===== config.mk =====
export PLATFORM = sky130hd
export DESIGN_NAME = alu_denetleyici
export DESIGN_NICKNAME = d
export VERILOG_FILES = /design/src/rtl/alu_denetleyici_pkg.sv /design/src/rtl/alu_denetleyici_yazmac_dosyasi.sv /design/src/rtl/alu_denetleyici.sv
export SDC_FILE = /design/constraint.sdc
export NUM_CORES = 1
export LEC_CHECK = 0
export BUFFER_PORTS_ARGS = -buffer_cell sky130_fd_sc_hd__buf_4
export CAP_MARGIN = 20
export CORE_AREA = 2 2 107 109
export CTS_CLUSTER_SIZE = 10
export DETAILED_ROUTE_END_ITERATION = 12
export DIE_AREA = 0 0 109 111
export PLACE_DENSITY_LB_ADDON = 0.2
export SLEW_MARGIN = 25
export SYNTH_ARGS = -nofsm -noshare
export SYNTH_HDL_FRONTEND = slang
export SYNTH_SLANG_ARGS = --single-unit

===== constraint.sdc =====
create_clock -name clk_in -period 1.9 [get_ports clk_in]
set_input_delay 0.19 -clock clk_in [delete_from_list [all_inputs] [get_ports clk_in]]
set_output_delay 0.19 -clock clk_in [all_outputs]
set_load 0.005 [all_outputs]

===== src/rtl/alu_denetleyici_pkg.sv =====
// Shared definitions for the ALU command sequencer: opcodes, FSM states and
// command-word field positions.
package alu_denetleyici_pkg;

    localparam logic [2:0] TOPLA       = 3'b000;
    localparam logic [2:0] CIKAR       = 3'b001;
    localparam logic [2:0] ARTIR       = 3'b010;
    localparam logic [2:0] KARE        = 3'b011;
    localparam logic [2:0] KARSILASTIR = 3'b100;
    localparam logic [2:0] YUKLE       = 3'b101;

    typedef enum logic [1:0] {
        BOS   = 2'd0,
        OKU   = 2'd1,
        YURUT = 2'd2,
        YAZ   = 2'd3
    } durum_t;

    localparam int ISLEM_MSB   = 11;
    localparam int ISLEM_LSB   = 9;
    localparam int HEDEF_MSB   = 8;
    localparam int HEDEF_LSB   = 6;
    localparam int KAYNAK1_MSB = 5;
    localparam int KAYNAK1_LSB = 3;
    localparam int KAYNAK2_MSB = 2;
    localparam int KAYNAK2_LSB = 0;

    // Codes the external ALU understands; everything above is load or illegal.
    function automatic logic alu_islemi_mi(input logic [2:0] islem);
        return islem <= KARSILASTIR;
    endfunction

endpackage


===== src/rtl/alu_denetleyici_yazmac_dosyasi.sv =====
// 8x8 register file: two combinational operand reads, one registered debug
// read, one write port, asynchronous clear.
module yazmac_dosyasi (
    input  logic       clk_in,
    input  logic       rstn_in,
    input  logic       yaz_en_in,
    input  logic [2:0] yaz_adr_in,
    input  logic [7:0] yaz_veri_in,
    input  logic [2:0] oku1_adr_in,
    output logic [7:0] oku1_veri_out,
    input  logic [2:0] oku2_adr_in,
    output logic [7:0] oku2_veri_out,
    input  logic [2:0] dbg_adr_in,
    output logic [7:0] dbg_veri_out
);

    logic [7:0] rf_q [8];
    logic [7:0] dbg_q;

    assign oku1_veri_out = rf_q[oku1_adr_in];
    assign oku2_veri_out = rf_q[oku2_adr_in];
    assign dbg_veri_out  = dbg_q;

    // Storage array with write port; cleared on reset.
    always_ff @(posedge clk_in or negedge rstn_in) begin
        if (!rstn_in) begin
            for (int i = 0; i < 8; i++) begin
                rf_q[i] <= '0;
            end
        end else if (yaz_en_in) begin
            rf_q[yaz_adr_in] <= yaz_veri_in;
        end
    end

    // Debug read samples pre-write contents, so a same-cycle write shows old data.
    always_ff @(posedge clk_in or negedge rstn_in) begin
        if (!rstn_in) begin
            dbg_q <= '0;
        end else begin
            dbg_q <= rf_q[dbg_adr_in];
        end
    end

endmodule


===== src/rtl/alu_denetleyici.sv =====
// Command sequencer feeding an external combinational ALU from a local
// register file, with immediate load and a debug read port.
//
// state | meaning
// BOS   | idle, ready for a command
// OKU   | operands read from register file
// YURUT | ALU evaluating registered operands
// YAZ   | result written back, valid pulse
module alu_denetleyici
    import alu_denetleyici_pkg::*;
(
    input  logic        clk_in,
    input  logic        rstn_in,
    input  logic        komut_gecerli_in,
    output logic        komut_hazir_out,
    input  logic [11:0] komut_in,
    input  logic [7:0]  veri_in,
    output logic [2:0]  islem_out,
    output logic [7:0]  s1_out,
    output logic [7:0]  s2_out,
    input  logic [7:0]  sonuc_in,
    output logic [7:0]  sonuc_out,
    output logic        sonuc_gecerli_out,
    output logic        hata_out,
    input  logic [2:0]  okuma_adr_in,
    output logic [7:0]  okuma_veri_out
);

    durum_t      durum_q, durum_d;
    logic [11:0] komut_q;
    logic [7:0]  veri_q;
    logic [2:0]  islem_q;
    logic [7:0]  s1_q, s2_q;
    logic [7:0]  sonuc_q;
    logic        hata_q, hata_d;
    logic        yaz_en;
    logic [7:0]  oku1_veri, oku2_veri;

    logic [2:0] islem_w, hedef_w, kaynak1_w, kaynak2_w;
    assign islem_w   = komut_q[ISLEM_MSB:ISLEM_LSB];
    assign hedef_w   = komut_q[HEDEF_MSB:HEDEF_LSB];
    assign kaynak1_w = komut_q[KAYNAK1_MSB:KAYNAK1_LSB];
    assign kaynak2_w = komut_q[KAYNAK2_MSB:KAYNAK2_LSB];

    yazmac_dosyasi u_rf (
        .clk_in        (clk_in),
        .rstn_in       (rstn_in),
        .yaz_en_in     (yaz_en),
        .yaz_adr_in    (hedef_w),
        .yaz_veri_in   (sonuc_q),
        .oku1_adr_in   (kaynak1_w),
        .oku1_veri_out (oku1_veri),
        .oku2_adr_in   (kaynak2_w),
        .oku2_veri_out (oku2_veri),
        .dbg_adr_in    (okuma_adr_in),
        .dbg_veri_out  (okuma_veri_out)
    );

    // State register.
    always_ff @(posedge clk_in or negedge rstn_in) begin
        if (!rstn_in) begin
            durum_q <= BOS;
        end else begin
            durum_q <= durum_d;
        end
    end

    // Next-state logic.
    always_comb begin
        durum_d = durum_q;
        case (durum_q)
            BOS: begin
                if (komut_gecerli_in) begin
                    durum_d = OKU;
                end
            end
            OKU: begin
                if (alu_islemi_mi(islem_w)) begin
                    durum_d = YURUT;
                end else if (islem_w == YUKLE) begin
                    durum_d = YAZ;
                end else begin
                    durum_d = BOS;
                end
            end
            YURUT:   durum_d = YAZ;
            YAZ:     durum_d = BOS;
            default: durum_d = BOS;
        endcase
    end

    // State-decoded outputs and strobes.
    always_comb begin
        komut_hazir_out   = (durum_q == BOS);
        sonuc_gecerli_out = (durum_q == YAZ);
        yaz_en            = (durum_q == YAZ);
        hata_d            = (durum_q == OKU) && !alu_islemi_mi(islem_w)
                            && (islem_w != YUKLE);
    end

    // Command latch, ALU operand registers and result register.
    always_ff @(posedge clk_in or negedge rstn_in) begin
        if (!rstn_in) begin
            komut_q <= '0;
            veri_q  <= '0;
            islem_q <= TOPLA;
            s1_q    <= '0;
            s2_q    <= '0;
            sonuc_q <= '0;
            hata_q  <= 1'b0;
        end else begin
            hata_q <= hata_d;
            case (durum_q)
                BOS: begin
                    if (komut_gecerli_in) begin
                        komut_q <= komut_in;
                        veri_q  <= veri_in;
                    end
                end
                OKU: begin
                    if (alu_islemi_mi(islem_w)) begin
                        islem_q <= islem_w;
                        s1_q    <= oku1_veri;
                        s2_q    <= oku2_veri;
                    end else if (islem_w == YUKLE) begin
                        sonuc_q <= veri_q;
                    end
                end
                YURUT: begin
                    sonuc_q <= sonuc_in;
                end
                default: ;
            endcase
        end
    end

    assign islem_out = islem_q;
    assign s1_out    = s1_q;
    assign s2_out    = s2_q;
    assign sonuc_out = sonuc_q;
    assign hata_out  = hata_q;

endmodule


---- Yosys cells after proc, flatten, opt, wreduce, memory -nomap -nowiden ----
Index checks and enable logic that the tools add are counted.
storage, ports and cells
  bits in registers ....................... 122
  bits of input ports ..................... 34
  output and inout port bits .............. 38
operators by class
  $lt $le $gt $ge ......................... 6
  eq/ne operators ......................... 8
  multiplexer cells ....................... 19
  bitwise gates (word level) .............. 4
  reductions and logical operators ........ 9
operators by type and width
  cell                                                        number
  binary-select mux 8 bit (select 3 bit)                      3
  2-to-1 mux 8 bit                                            9
  bitwise mux 64 bit                                          1
  demux 8 bit (select 3 bit)                                  1
  greater-or-equal comparator 4 bit, second input constant    4
  NOT 3 -> 4 bit                                              4
  one-hot mux 8 bit (2 select lines)                          1
  one-hot mux 2 bit (4 select lines)                          1
  2-to-1 mux 2 bit                                            3
  == test 2 bit, second input constant                        2
  less-than comparator 4 x 1 -> 1 bit, second input constant  1
  != test 2 bit, second input constant                        2
  AND reduction 2 bit                                         2
  == test 3 bit, second input constant                        1
  less-or-equal comparator 3 bit, second input constant       1
  logical AND 1 bit                                           3
  != test 3 bit, second input constant                        1
  AND reduction 3 bit                                         1
  == test 2 x 1 -> 1 bit, second input constant               1
  logical NOT 2 bit                                           1
  != test 2 x 1 -> 1 bit, second input constant               1
  nonzero test 2 bit                                          1
  logical NOT 1 bit                                           1

---- Logic depth before layout (Yosys ltp) ----
  word-level depth ........................ 6
  gate-level depth with buffers ........... 6
  mapped depth without buffers ............ 5

---- Modules after synthesis ----
A second synthesis with hierarchy kept.
second synthesis, totals
  cell total of the unflattened synthesis .. 372
  area, all modules ....................... 6418.7 um^2
by module, submodules not included
  module           times used  cells each  area an instance (um^2)  sequential area each (um^2)
  yazmac_dosyasi   1           238         4279.1                   1801.7
  alu_denetleyici  1           134         2139.6                   1251.2

---- Worst setup path before layout ----
No wires, ideal clock.
  kind .................................... reg2reg
  start ................................... register durum_q[0]
  end ..................................... register u_rf.rf_q[24] in the netlist's numbering
  setup time .............................. 0.125 ns
  data arrival time ....................... 1.540 ns
  slack ................................... 0.235 ns
  cell stages (with the launch flop) ...... 6
  path buffers ............................ 1
  clock period less this slack ............ 1.665 ns
  cell sequence ........................... dfrtp_1 -> ha_1 -> buf_2 -> nand2_1 -> nor3_2 -> mux2_2
on the way
  word-level cells in the longest chain between the ends .. 1
RTL lines
  element                          line                                  text
  from (decl)                      alu_denetleyici.sv:29                 durum_t durum_q, durum_d;
  from (signal assigned)           alu_denetleyici.sv:64                 durum_q <= durum_d;
  == test 2 bit                    n/a
  net sonuc_gecerli_out            alu_denetleyici.sv:23                 output logic sonuc_gecerli_out,
  to (signal, indexed assignment)  alu_denetleyici_yazmac_dosyasi.sv:31  rf_q[yaz_adr_in] <= yaz_veri_in;
  to (decl)                        alu_denetleyici_yazmac_dosyasi.sv:17  logic [7:0] rf_q [8];
The timed path passes the listed nets, and every way through them passes these cells.
A chain may end at the register's enable or synchronous reset.

==> results.toml <==
[worst_setup_path]
cp_cell_sequence = "inv_1 -> ha_1 -> a21boi_2 -> mux2_2"
cp_slowest_cell = "a21boi_2"
start_kind = "register"
slowest_delay_ns = 0.43
cp-end-kind = "register"
crit_type = "register to register"
crit_path_max_fanout = 8
required_ns = 2.20
crit_arrival_ns = 2.05

[sta]
final_hold_viol_count = 0
tns_ns = 0
max_freq_ghz = 0.5720
fin_crit_sh_pct = 92.02
clock_skew_ns = 0.006790
slew_viol_final = 0
tightestPinTransition_ns = 0.5249
slew_headroom_pct = 65.01
setup_violations = 0
rsz0062_at_grt = "no"
period_minus_slack_ns = 1.748

[logic_synthesis]
synth_seq_cells = 122
synth.most_common_cell = "mux2_2"
ys.flop_type = "dfrtp_1"
yosys-top-cells-area = "dfrtp_1 48%, mux2_2 25%, mux4_1 5.8%, mux2i_1 5.1%, a22o_1 2.2%"
yosysTopAreaCell = "dfrtp_1"
synth_cell_type_count = 34
syn_nets = 488
netlist_area_um2 = 6322
synth_edf_count = 0
ys_seq_area_share_pct = 48.29
synthTopCellsByCount = "142 x mux2_2, 122 x dfrtp_1, 32 x mux2i_1, 19 x o21ai_0"
async_flop_share_pct = 100.0
synth.avg_cell_area_um2 = 14.08
yosys_warnings = 0
synthCells = 449
yosysTopAreaCellShare_pct = 48.29

[clock_network]
htree_levels = 4
clockRootBuffer = "clkbuf_16"
path_clk_slew_ns = 0.05
cts_tree = "done"
cts_made_buffers = 17
clk_path_buf_depth = 2
worstSkewPairLatency_ns = 0.42
cts.sinks = 122

[placed_design]
io_buffers = 71
gp_congestion = 0.7894
dpl.hpwl_mm = 10.22
dpl.cell_count = 657

[floorplan]
core-area_um2 = 11080
num_rows = 39
fp.dieH_um = 111
dieArea_um2 = 12100
initial_utilization_pct = 57.08
die_w_um = 109
ios = 72

[grt]
grt_pass1_wl_mm = 24.58
track_usage_pct = 27.30
antenna_found_initial = 0
overflow = 0
grt_max_degree = 63
grt_pass1_vias = 4548

[detailed_routing]
postRouteWirelength_mm = 15.27
routedWlPerCell_um = 21.54
num_vias = 4329
drcViolationCount = 0
dr.pass1.iters = 4
drtIter0Drc = 313
antenna_left = 0
vias_per_cell = 6.106

[power_and_ir_drop]
power.density_nw_per_um2 = 1796
p_leak_nw = 3.660
power.switching_mw = 5.004
pwr-share-clk_pct = 21.7
p_comb_share_pct = 42.4
peakVddDrop_v = 0.0009239
p_total_mw = 14.18
power.share.sequential_pct = 35.9
internal_power_mw = 9.171
sw_frac_of_total_pct = 35.30

[cells_and_area]
layoutNonFillerInstCount = 709
drive_gt1_share_pct = 48.41
area_delta_synth_final_pct = 24.84
diodes = 0
nets = 592
fin_util_pct = 71.25

[status]
status = "completed"

[run]
max-cap-violations = 0

[hold_path]
hp-class = "input pin to register"
[repair_timing]
item	in CTS	in global routing
buffers inserted	0	1
gates resized for setup	0	1
endpoints found under the setup margin	0	16
hold buffers	19	0
hold endpoints to repair	48	0
[routing by layer]
| layer | part of all wire [%] | routed length, um | up-vias | track usage (%) |
|---|---|---|---|---|
| met4 | 1.3 | 199 | 0 | 9.316 |
| li1 | - | - | 1949 | - |
| met2 | 49 | 7550 | 144 | 42.98 |
| met3 | 5.5 | 847 | 19 | 6.761 |
| met1 | 44 | 6673 | 2217 | 36.94 |
| met5 | 0 | 0 | - | 0 |
[kinds of logic after synthesis]
kind of cell               after synthesis  synth area share, %
muxes                                  190                36.89
DFF                                    122                48.29
AOI/OAI and AO/OA                       73                7.956
buffers and inverters                   33                2.790
and+or+nand+nor                         26                3.088
adders and majority gates                5               0.9895
[power by group through the flow]
stage | Clock, mW | Sequential (mW) | Combinational, mW
final | 3.07 | 5.09 | 6.01
after global routing | 3.26 | 5.25 | 6.45
after CTS | 3.11 | 5.06 | 6.00
after detailed placement | 0 | 5.08 | 5.90
after global placement | 0 | 4.98 | 5.76
after floorplan | 0 | 4.58 | 4.26
[stage by stage]
stage                     setup WS [ns]  hold WS [ns]  area (um^2)
final                            0.1516       0.01356         7893
after global routing            0.06670       0.01407         7893
after CTS                       0.04861      0.001581         7870
after detailed placement        0.05817        0.1611         7117
after global placement           0.1797        0.1561         7117
after floorplan                  0.2352       -0.1056         6322
[area by class of cell]
| class | count | area (um^2) |
|---|---|---|
| Fill cell | 740 | 3184 |
| Clock buffer | 20 | 436.7 |
| Multi-Input combinational cell | 294 | 3095 |
| Tap cell | 143 | 178.9 |
| Clock inverter | 12 | 126.4 |
| Timing Repair Buffer | 113 | 983.4 |
| Sequential cell | 122 | 3053 |
| Inverter | 5 | 18.77 |
[cell usage in the layout (no fill, tap or decap), types with 2 or more instances in the layout]
cell	netlist	routed
nor3b_4	2	2
mux4_2	2	2
nor2_1	5	5
clkinv_4	0	3
nor2b_1	3	3
nand4b_1	3	3
buf_12	1	7
nand2_1	4	4
mux2_2	142	142
inv_1	5	5
bufinv_16	0	2
dlygate4sd3_1	0	19
o31ai_1	16	16
clkbuf_1	6	3
mux2i_1	32	32
a22o_1	16	16
ha_1	5	4
nand2b_1	3	3
clkinvlp_4	0	2
buf_4	4	87
o22ai_1	16	16
mux4_1	14	14
o21ai_0	19	19
clkbuf_16	0	17
clkinv_2	0	5
a21oi_1	2	2
dfrtp_1	122	122
[critical path: cells and delay by family, from the launching register on]
family,cells,cell delay [ns]
DFF,1,0.42
adders and majority gates,1,0.28
AOI/OAI and AO/OA,1,0.43
muxes,1,0.39
buffers and inverters,1,0.11
[final timing paths]
check / startpoint / end / slack [ns] / cells after the start
setup / recovery: register / sonuc_out[3] / 0.15 / 4
hold / removal: komut_in[0] / komut_q[0] / 0.01 / 2
setup reg to reg: register / sonuc_out[3] / 0.15 / 4
hold reg to reg: veri_q[5] / veri_q[5] / 0.50 / 1
max in group asynchronous: rstn_in / s1_out[6] / 0.91 / 3
min in group asynchronous: rstn_in / s1_out[7] / 0.26 / 2
[sequential cells by signal, summed over array words and instances (netlist names), named ones only]
register	count
durum_q	1
hata_out	1
islem_out	3
komut_q	12
s1_out	8
s2_out	8
sonuc_out	8
u_rf.dbg_veri_out	8
u_rf.rf_q	64
veri_q	8
No activity file was read; power rests on OpenSTA's default activity.
